### src/rtl/relay_framer.sv
// Relay frame tracker: samples the decoded relay stream on a divided tick, matches
// run-time start/end patterns and drives mod_type, tx_gate and frame-length reporting.
module relay_framer #(
   parameter int DIV_BITS  = 4,
   parameter int DIV_MATCH = 8,
   parameter int BUF_W     = 20,
   parameter int DATA_TAP  = 3,
   parameter int LEN_W     = 10,
   parameter int MAX_FRAME = 1023
) (
   input  logic             clk,
   input  logic             reset,
   input  logic [2:0]       mode_sel,
   input  logic             din,
   input  logic [BUF_W-1:0] start_pat,
   input  logic [BUF_W-1:0] start_mask,
   input  logic [BUF_W-1:0] end_pat,
   input  logic [BUF_W-1:0] end_mask,
   output logic [2:0]       mod_type,
   output logic             data_out,
   output logic             tx_gate,
   output logic             frame_done,
   output logic             timeout,
   output logic [LEN_W-1:0] frame_len
);

   localparam logic [2:0] MODE_READER = 3'b101;
   localparam logic [2:0] MODE_TAG    = 3'b110;

   typedef enum logic [1:0] {ST_IDLE, ST_LISTEN, ST_MOD} state_t;

   state_t              state;
   logic [DIV_BITS-1:0] div;
   logic [BUF_W-1:0]    shift_buf;
   logic [2:0]          phase;
   logic [LEN_W-1:0]    len;
   logic [2:0]          mode_q;

   logic                tick;
   logic                mode_chg;
   logic                mode_ok;
   logic                sel_ok;
   logic [BUF_W-1:0]    buf_n;
   logic [2:0]          phase_n;
   logic [LEN_W-1:0]    len_n;
   logic                start_hit;
   logic                end_hit;

   function automatic logic [2:0] listen_code(input logic [2:0] mode);
      return (mode == MODE_READER) ? 3'b011 : (mode == MODE_TAG) ? 3'b001 : 3'b000;
   endfunction

   function automatic logic [2:0] mod_code(input logic [2:0] mode);
      return (mode == MODE_READER) ? 3'b100 : (mode == MODE_TAG) ? 3'b010 : 3'b000;
   endfunction

   assign tick      = (div == DIV_BITS'(DIV_MATCH));
   assign mode_chg  = (mode_sel != mode_q);
   assign mode_ok   = (mode_q == MODE_READER) || (mode_q == MODE_TAG);
   assign sel_ok    = (mode_sel == MODE_READER) || (mode_sel == MODE_TAG);
   assign buf_n     = {shift_buf[BUF_W-2:0], din};
   assign phase_n   = phase + 3'd1;
   assign len_n     = len + LEN_W'(1);
   assign start_hit = ((buf_n ^ start_pat) & start_mask) == '0;
   assign end_hit   = ((buf_n ^ end_pat) & end_mask) == '0;
   assign data_out  = shift_buf[DATA_TAP];

   // NOTE: all state is updated with non-blocking assignments so every branch below
   // reads pre-edge values; blocking here would let earlier lines leak into later ones.
   always_ff @(posedge clk or posedge reset) begin
      if (reset) begin
         state      <= ST_IDLE;
         div        <= '0;
         shift_buf  <= '0;
         phase      <= '0;
         len        <= '0;
         mode_q     <= '0;
         mod_type   <= 3'b000;
         tx_gate    <= 1'b1;
         frame_done <= 1'b0;
         timeout    <= 1'b0;
         frame_len  <= '0;
      end else begin
         div        <= div + DIV_BITS'(1);
         mode_q     <= mode_sel;
         frame_done <= 1'b0;
         timeout    <= 1'b0;
         // A mode change abandons any frame in flight and overrides the tick.
         if (mode_chg) begin
            shift_buf <= '0;
            phase     <= '0;
            len       <= '0;
            tx_gate   <= 1'b1;
            state     <= sel_ok ? ST_LISTEN : ST_IDLE;
            mod_type  <= listen_code(mode_sel);
         end else if (tick) begin
            if (!mode_ok) begin
               state     <= ST_IDLE;
               mod_type  <= 3'b000;
               tx_gate   <= 1'b1;
               shift_buf <= '0;
            end else begin
               shift_buf <= buf_n;
               phase     <= phase_n;
               case (state)
                  ST_IDLE: begin
                     state    <= ST_LISTEN;
                     mod_type <= listen_code(mode_q);
                  end
                  ST_LISTEN: begin
                     if (start_hit) begin
                        state    <= ST_MOD;
                        phase    <= '0;
                        len      <= '0;
                        mod_type <= mod_code(mode_q);
                        tx_gate  <= 1'b0;
                     end
                  end
                  ST_MOD: begin
                     // End match takes precedence over the length limit on the same tick.
                     if (end_hit && phase_n == 3'd0) begin
                        state      <= ST_LISTEN;
                        frame_len  <= len_n;
                        frame_done <= 1'b1;
                        mod_type   <= listen_code(mode_q);
                        tx_gate    <= 1'b1;
                     end else if (len_n == LEN_W'(MAX_FRAME)) begin
                        state     <= ST_LISTEN;
                        frame_len <= LEN_W'(MAX_FRAME);
                        timeout   <= 1'b1;
                        mod_type  <= listen_code(mode_q);
                        tx_gate   <= 1'b1;
                     end else begin
                        len <= len_n;
                     end
                  end
                  default: begin
                     state    <= ST_IDLE;
                     mod_type <= 3'b000;
                     tx_gate  <= 1'b1;
                  end
               endcase
            end
         end
      end
   end

endmodule

### config.mk
export PLATFORM = sky130hd
export DESIGN_NAME = relay_framer
export DESIGN_NICKNAME = d
export VERILOG_FILES = /design/src/rtl/relay_framer.sv
export SDC_FILE = /design/constraint.sdc
export NUM_CORES = 1
export LEC_CHECK = 0
export BUFFER_PORTS_ARGS = -buffer_cell sky130_fd_sc_hd__buf_2
export CAP_MARGIN = 20
export CELL_PAD_IN_SITES_DETAIL_PLACEMENT = 0
export CELL_PAD_IN_SITES_GLOBAL_PLACEMENT = 2
export CORE_AREA = 2 2 101 103
export DETAILED_ROUTE_END_ITERATION = 8
export DIE_AREA = 0 0 103 105
export HOLD_SLACK_MARGIN = 0.12
export PLACE_DENSITY_LB_ADDON = 0.08
export REMOVE_ABC_BUFFERS = 1
export SYNTH_ARGS = -nofsm -noshare
export SYNTH_HDL_FRONTEND = slang
export SYNTH_SLANG_ARGS = --single-unit
### constraint.sdc
create_clock -name clk -period 4.15 [get_ports clk]
set_clock_uncertainty 0.15 [all_clocks]
set_input_delay 0 -clock clk [delete_from_list [all_inputs] [get_ports clk]]
set_output_delay 0 -clock clk [all_outputs]
set_load 0.01 [all_outputs]
; After elaboration in Yosys (flattened, before gate mapping)
; Cells that the tools add are included.
; W data, S select, Z words.
[classes]
div_mod_pow = 0
eq_ne = 15
reduce_logical = 16
mux = 56
multipliers = 0
shift = 0
add_sub_neg = 3
magnitude_cmp = 0
n_bitwise = 5
[op_table]
columns = operator, n
row1 = $mux W10, 8
row2 = $mux W19, 3
row3 = $and A20 B20 Y20, 2
row4 = $logic_not A20 Y1, 2
row5 = $xor A20 B20 Y20, 2
row6 = $mux W3, 12
row7 = $mux W1, 20
row8 = $pmux W10 S2, 1
row9 = $mux W2, 9
row10 = $eq A3 B3 Y1 const B, 4
row11 = $ne A3 B3 Y1 const B, 4
row12 = $add A10 B1 Y10 const B, 1
row13 = $eq A10 B10 Y1 const B, 1
row14 = $pmux W3 S3, 1
row15 = $pmux W2 S3, 1
row16 = $reduce_and A6 Y1, 1
row17 = $reduce_bool A2 Y1, 3
row18 = $ne A5 B5 Y1 const B, 1
row19 = $reduce_and A5 Y1, 1
row20 = $add A4 B1 Y4 const B, 1
row21 = $eq A4 B4 Y1 const B, 1
row22 = $ne A4 B4 Y1 const B, 1
row23 = $reduce_and A4 Y1, 1
row24 = $add A3 B1 Y3 const B, 1
row25 = other kinds (12), 13
[totals]
mem_bits_rw = 0
rom_bits = 0
regBits = 57
mem_count = 0
elab_cells = 106
output_inout_bits = 17
latchBits = 0
inputBits = 86

; Logic depth before layout (Yosys ltp)
[depth]
word_depth = 9
depth_mapped = 10
ltp_nobuf = 8

; Worst setup path before layout
; No wires, ideal clock.
[synth_path]
path_kind = reg-to-reg
startpoint = register len[0]
endpoint = register mod_type[1]
required_time_ps = 3872
path_stages_with_launch = 10
t_arrival_ps = 2360
synth_period_minus_slack_ps = 2637
n_path_buf = 1
path_slack_ps = 1513
setup_time_ps = 128
path_cell_list = dfrtp_1 > ha_1 > nand3_2 > nor2_1 > xnor2_1 > or4_4 > buf_6 > a41o_4 > nor2_4 > mux2_1
[synth_between]
elab_chain_len = 4
[synth_lines]
columns = element, line_no
row1 = start: declaration, 36  ; logic [LEN_W-1:0] len;
row2 = start signal: assignment, 134  ; len <= len_n;
row3 = $add A10 B1 Y10, 63  ; assign len_n = len + LEN_W'(1);
row4 = $eq A10 B10 Y1, 127  ; end else if (len_n == LEN_W'(MAX_FRAME)) begin
row5 = $ne A5 B5 Y1 (no source line), n/a
row6 = $reduce_and A3 Y1 (no source line), n/a
row7 = end signal: assignment, 95  ; mod_type <= listen_code(mode_sel);
row8 = end signal: assignment, 125  ; mod_type <= listen_code(mode_q);
row9 = end signal: assignment, 131  ; mod_type <= listen_code(mode_q);
row10 = end: declaration, 19  ; output logic [2:0] mod_type,
; Every way passes these cells.
; A chain may end at the register's enable or synchronous reset.

; Worst setup path in the final report
[layout_path]
startpoint = register shift_buf[10]
endpoint = register state[1]
[layout_between]
elab_chain_len = 9
word_cells_on_any_way = 15
cone_classes = 2 x eq/ne / 5 x mux / 4 x bitwise / 4 x reduce/logical
[layout_lines]
columns = element, line_no
row1 = start: declaration, 34  ; logic [BUF_W-1:0] shift_buf;
row2 = start signal: assignment, 103  ; shift_buf <= buf_n;
row3 = $xor A20 B20 Y20, 65  ; assign end_hit = ((buf_n ^ end_pat) & end_mask) == '0;
row4 = $and A20 B20 Y20, 65
row5 = $logic_not A20 Y1, 65
row6 = $logic_and A1 B1 Y1, 121  ; if (end_hit && phase_n == 3'd0) begin
row7 = $mux W2, 121
row8 = $pmux W2 S3, 105  ; case (state)
row9 = $mux W2, 97  ; if (!mode_ok) begin
row10 = $mux W2, 96  ; end else if (tick) begin
row11 = $mux W2, 89  ; if (mode_chg) begin
row12 = end signal: assignment, 94  ; state <= sel_ok ? ST_LISTEN : ST_IDLE;
row13 = end: declaration, 32  ; state_t state;
; Several ways; a longest one is shown, not always the timed one. The select of a mux whose other input is x is not followed.

==> metrics <==
run status=complete, no violations; most frequent cell on the critical path=dlygate4sd3_1; Clock Latency Late Sink=330 ps; total of endpoints with negative setup slack in the final report=0; area of the core=9640 um2; Worst path slowest cell=dlygate4sd3_1; antenna violation net count after detailed routing=0; grt met3 use=0.0401; flop2flop setup slack=390 ps; die span in x=103 um; share of the clock period used by the worst path=0.907; r2r startpoint=shift_buf[10]$_DFFE_PP0P_; synth-to-layout area growth=29.4%; remaining global-route overflow=0; clock input transition at the sequential cells of the worst setup and hold paths=70 ps; delay of the slowest critical-path stage=650 ps; count of buffers inserted at the top-level ports=102; routing usage on met2=0.290; hold wc startpoint=mode_sel[2]; worst reg2reg path endpoint=state[1]$_DFFE_PP0P_; average wire per cell in the routed design=16.6 um; number of ports placed on the die boundary=103; Vert. Die Dim=105 um; number of nets in the final layout=497; Max H-tree Level=3; Critical Path AT=3840 ps; number of standard cells in the layout, taps in and fillers out=544; leakage=2.05 nW; clock root buffer master=clkbuf_8; Vias per Instance=4.83; Post-Synthesis Mean Instance Area=10.8 um2; sequence of cells on the critical path=xor2_1 -> a22oi_1 -> dlygate4sd3_1 -> nand4_1 -> dlygate4sd3_1 -> nor3_1 -> dlygate4sd3_1 -> nand2_1 -> o41ai_1; part of the Yosys area used for sequential elements=0.454; crit path kind=flop to flop; number of sinks driven by the clock tree=57; register cell area after layout=1430 um2; power after layout=0.00122 W; GR met1 Demand/Resource=0.217; fmax=0.266 GHz; post-placement cell count=518; pin count of the biggest net entering global routing=58; share of the synthesized area in the top cell type=0.446; Multi-input gate area=1640 um2; number of antenna violations at the first check in global routing=0; power density cells=300 nW/um2; Hold Path Stages=2; vias in the first global route=2700; area enclosed by the die boundary=10800 um2; post-layout min period=3760 ps; worst r2r path cells=9; Required @ worst endpoint=4230 ps; worst slew pin tran=910 ps; RSZ-0062 raised after global routing=false; DRC violation count after routing=0; hpwl dp=6750 um; number of filler instances in the final layout=999; global placement routability congestion=0.726; detailed router's first-iteration violation count=134; MaxCap Viol Count=0; clk buf depth=2; dominant register cell in the synthesized netlist=dfrtp_1; number of placement rows=36; endpoint with the worst hold slack=mode_q[2]$_DFF_PP0_; cell area after synthesis=3150 um2; type of the worst min-delay path=primary input to flop; crit path launch type=flop; drt first pass iters=4; starting utilization of the core area=0.326; layout cell share with drive strength beyond 1=0.339; post-synthesis sequential element count=57; Setup TNS=0 ps; first-pass GRT wire length=14000 um; Max VDD drop=132 uV; async set-reset flop share out of synthesis=1.00; max-slew headroom at the worst pin=0.391; Hold Vio Cnt, Final=0; number of standard cells after synthesis=291; count of vias placed by the detailed router=2626; clock tree from TritonCTS=done; Post-synth EDFFs=0; maximum fanout along the worst path=5; largest cells by area after synthesis=dfrtp_1 45%, xor2_1 13%, a22o_1 5.6%, a22oi_1 4.3%, nor2_1 2.6%; library cell occupying the most area in the post-synthesis netlist=dfrtp_1; number of warnings issued by yosys=0; final core utilization=0.422; post-synth cell types=56; number of CTS-inserted buffers=9; Post-Route WL=9040 um; All-Layer GR Usage=0.170; endpoint kind of the worst setup timing path=flop; global route hottest layer=met2; Slew Limit Fails=0
## how the worst max path moves through the flow
stage,start,slack (ps),end
3_3_place_gp,phase[0]$_DFFE_PP0P_,1380,frame_len[7]$_DFFE_PP0P_
5_1_grt,shift_buf[1]$_DFFE_PP0P_,160,tx_gate$_DFFE_PP1P_
6_report,shift_buf[10]$_DFFE_PP0P_,390,state[1]$_DFFE_PP0P_
4_1_cts,shift_buf[1]$_DFFE_PP0P_,320,state[1]$_DFFE_PP0P_
2_1_floorplan,mode_q[1]$_DFF_PP0_,1440,len[4]$_DFFE_PP0P_
3_5_place_dp,phase[0]$_DFFE_PP0P_,1270,frame_len[7]$_DFFE_PP0P_
## stage by stage
stage	cell area (um2)	worst slack (ps)	hold slack [ps]
2_1_floorplan	3090	1440	-119
3_3_place_gp	3780	1380	29.2
3_5_place_dp	3780	1270	27.4
4_1_cts	4070	319	211
5_1_grt	4070	164	226
6_report	4070	386	220
## timing repair
item | 4_1_cts | 5_1_grt
hold endpoints to repair | 66 | 0
setup buffers | 0 | 0
hold buffers | 9 | 0
resized for setup | 0 | 0
## placed cells by master, fill, tap and decap left out, types with 3 or more instances in the layout
cell type / n
o2bb2ai_1: 5
nor2_1: 22
clkbuf_8: 9
nand2_1: 10
xnor2_1: 8
a22oi_1: 18
o21ai_0: 7
nor3b_1: 5
ha_1: 6
inv_1: 5
a21oi_1: 12
buf_2: 102
dfrtp_1: 56
nor3_1: 3
xor2_1: 45
nor2b_1: 3
dlygate4sd3_1: 9
a21o_1: 3
nand4_1: 6
clkinvlp_4: 3
nand3_1: 7
a22o_1: 20
## metal layers
| layer | wire length, um | share of wire |
|---|---|---|
| met4 | 77 | 0.0085 |
| met3 | 527 | 0.058 |
| met2 | 4450 | 0.49 |
| met5 | 0 | 0 |
| met1 | 3990 | 0.44 |
## cell families (layout without fill, tap and decap cells)
kind of cell / count (synthesis) / after routing / synth area share
AOI/OAI and AO/OA: 80 / 80 / 0.199
and+or+nand+nor: 76 / 76 / 0.141
DFF: 57 / 57 / 0.454
xor gates and xnor gates: 53 / 53 / 0.148
buffers and inverters: 16 / 135 / 0.0243
adders and majority gates: 6 / 6 / 0.0239
muxes: 3 / 3 / 0.0107
other: 0 / 1 / 0
## state kept, by name (all words and copies together), names as in the netlist
register	flops
phase	3
mod_type	3
len	10
state	2
frame_len	10
tx_gate	1
shift_buf	19
div	4
timeout	1
mode_q	3
frame_done	1
## area by class of cell
cell class / count / share of cell area
antenna: 1 / 0.000615
clock buffer: 9 / 0.0304
clock inverter: 7 / 0.0175
inverter: 6 / 0.00553
multi-input combinational: 218 / 0.403
sequential: 57 / 0.351
tap: 133 / 0.0409
timing repair buffer: 113 / 0.151
## critical path, delay by kind of cell, from the launching register on
kind / cells / cell delay [ps]
XOR/XNOR: 1 / 190
AND/OR/NAND/NOR: 3 / 670
flip-flops: 1 / 460
buffers and inverters: 3 / 1810
AO/OA/AOI/OAI: 2 / 380
## power by group
| part | switching, W | leakage, nW | internal, W |
|---|---|---|---|
| clock network | 0.000241 | 0.0912 | 0.000276 |
| registers | 0.00000724 | 0.779 | 0.000561 |
| logic | 0.0000707 | 1.18 | 0.0000663 |
| total | 0.000319 | 2.05 | 0.000903 |
## synthesized netlist by cell type (2+ instances only)
cell,n
o2bb2ai_1,5
nor2_1,22
nor3_1,3
a22o_1,20
xor2_1,45
buf_4,2
ha_1,6
a21oi_1,12
nand2_1,10
nor2b_1,3
dfrtp_1,56
nor3b_1,5
a211o_1,2
nor4bb_1,2
nand3_1,7
xnor2_1,8
clkbuf_1,6
nand4_1,6
inv_1,6
mux2_1,2
nand3b_1,2
o21ai_0,7
nand3_2,2
a21o_1,3
a22oi_1,18
No activity file was read; power rests on OpenSTA's default activity.
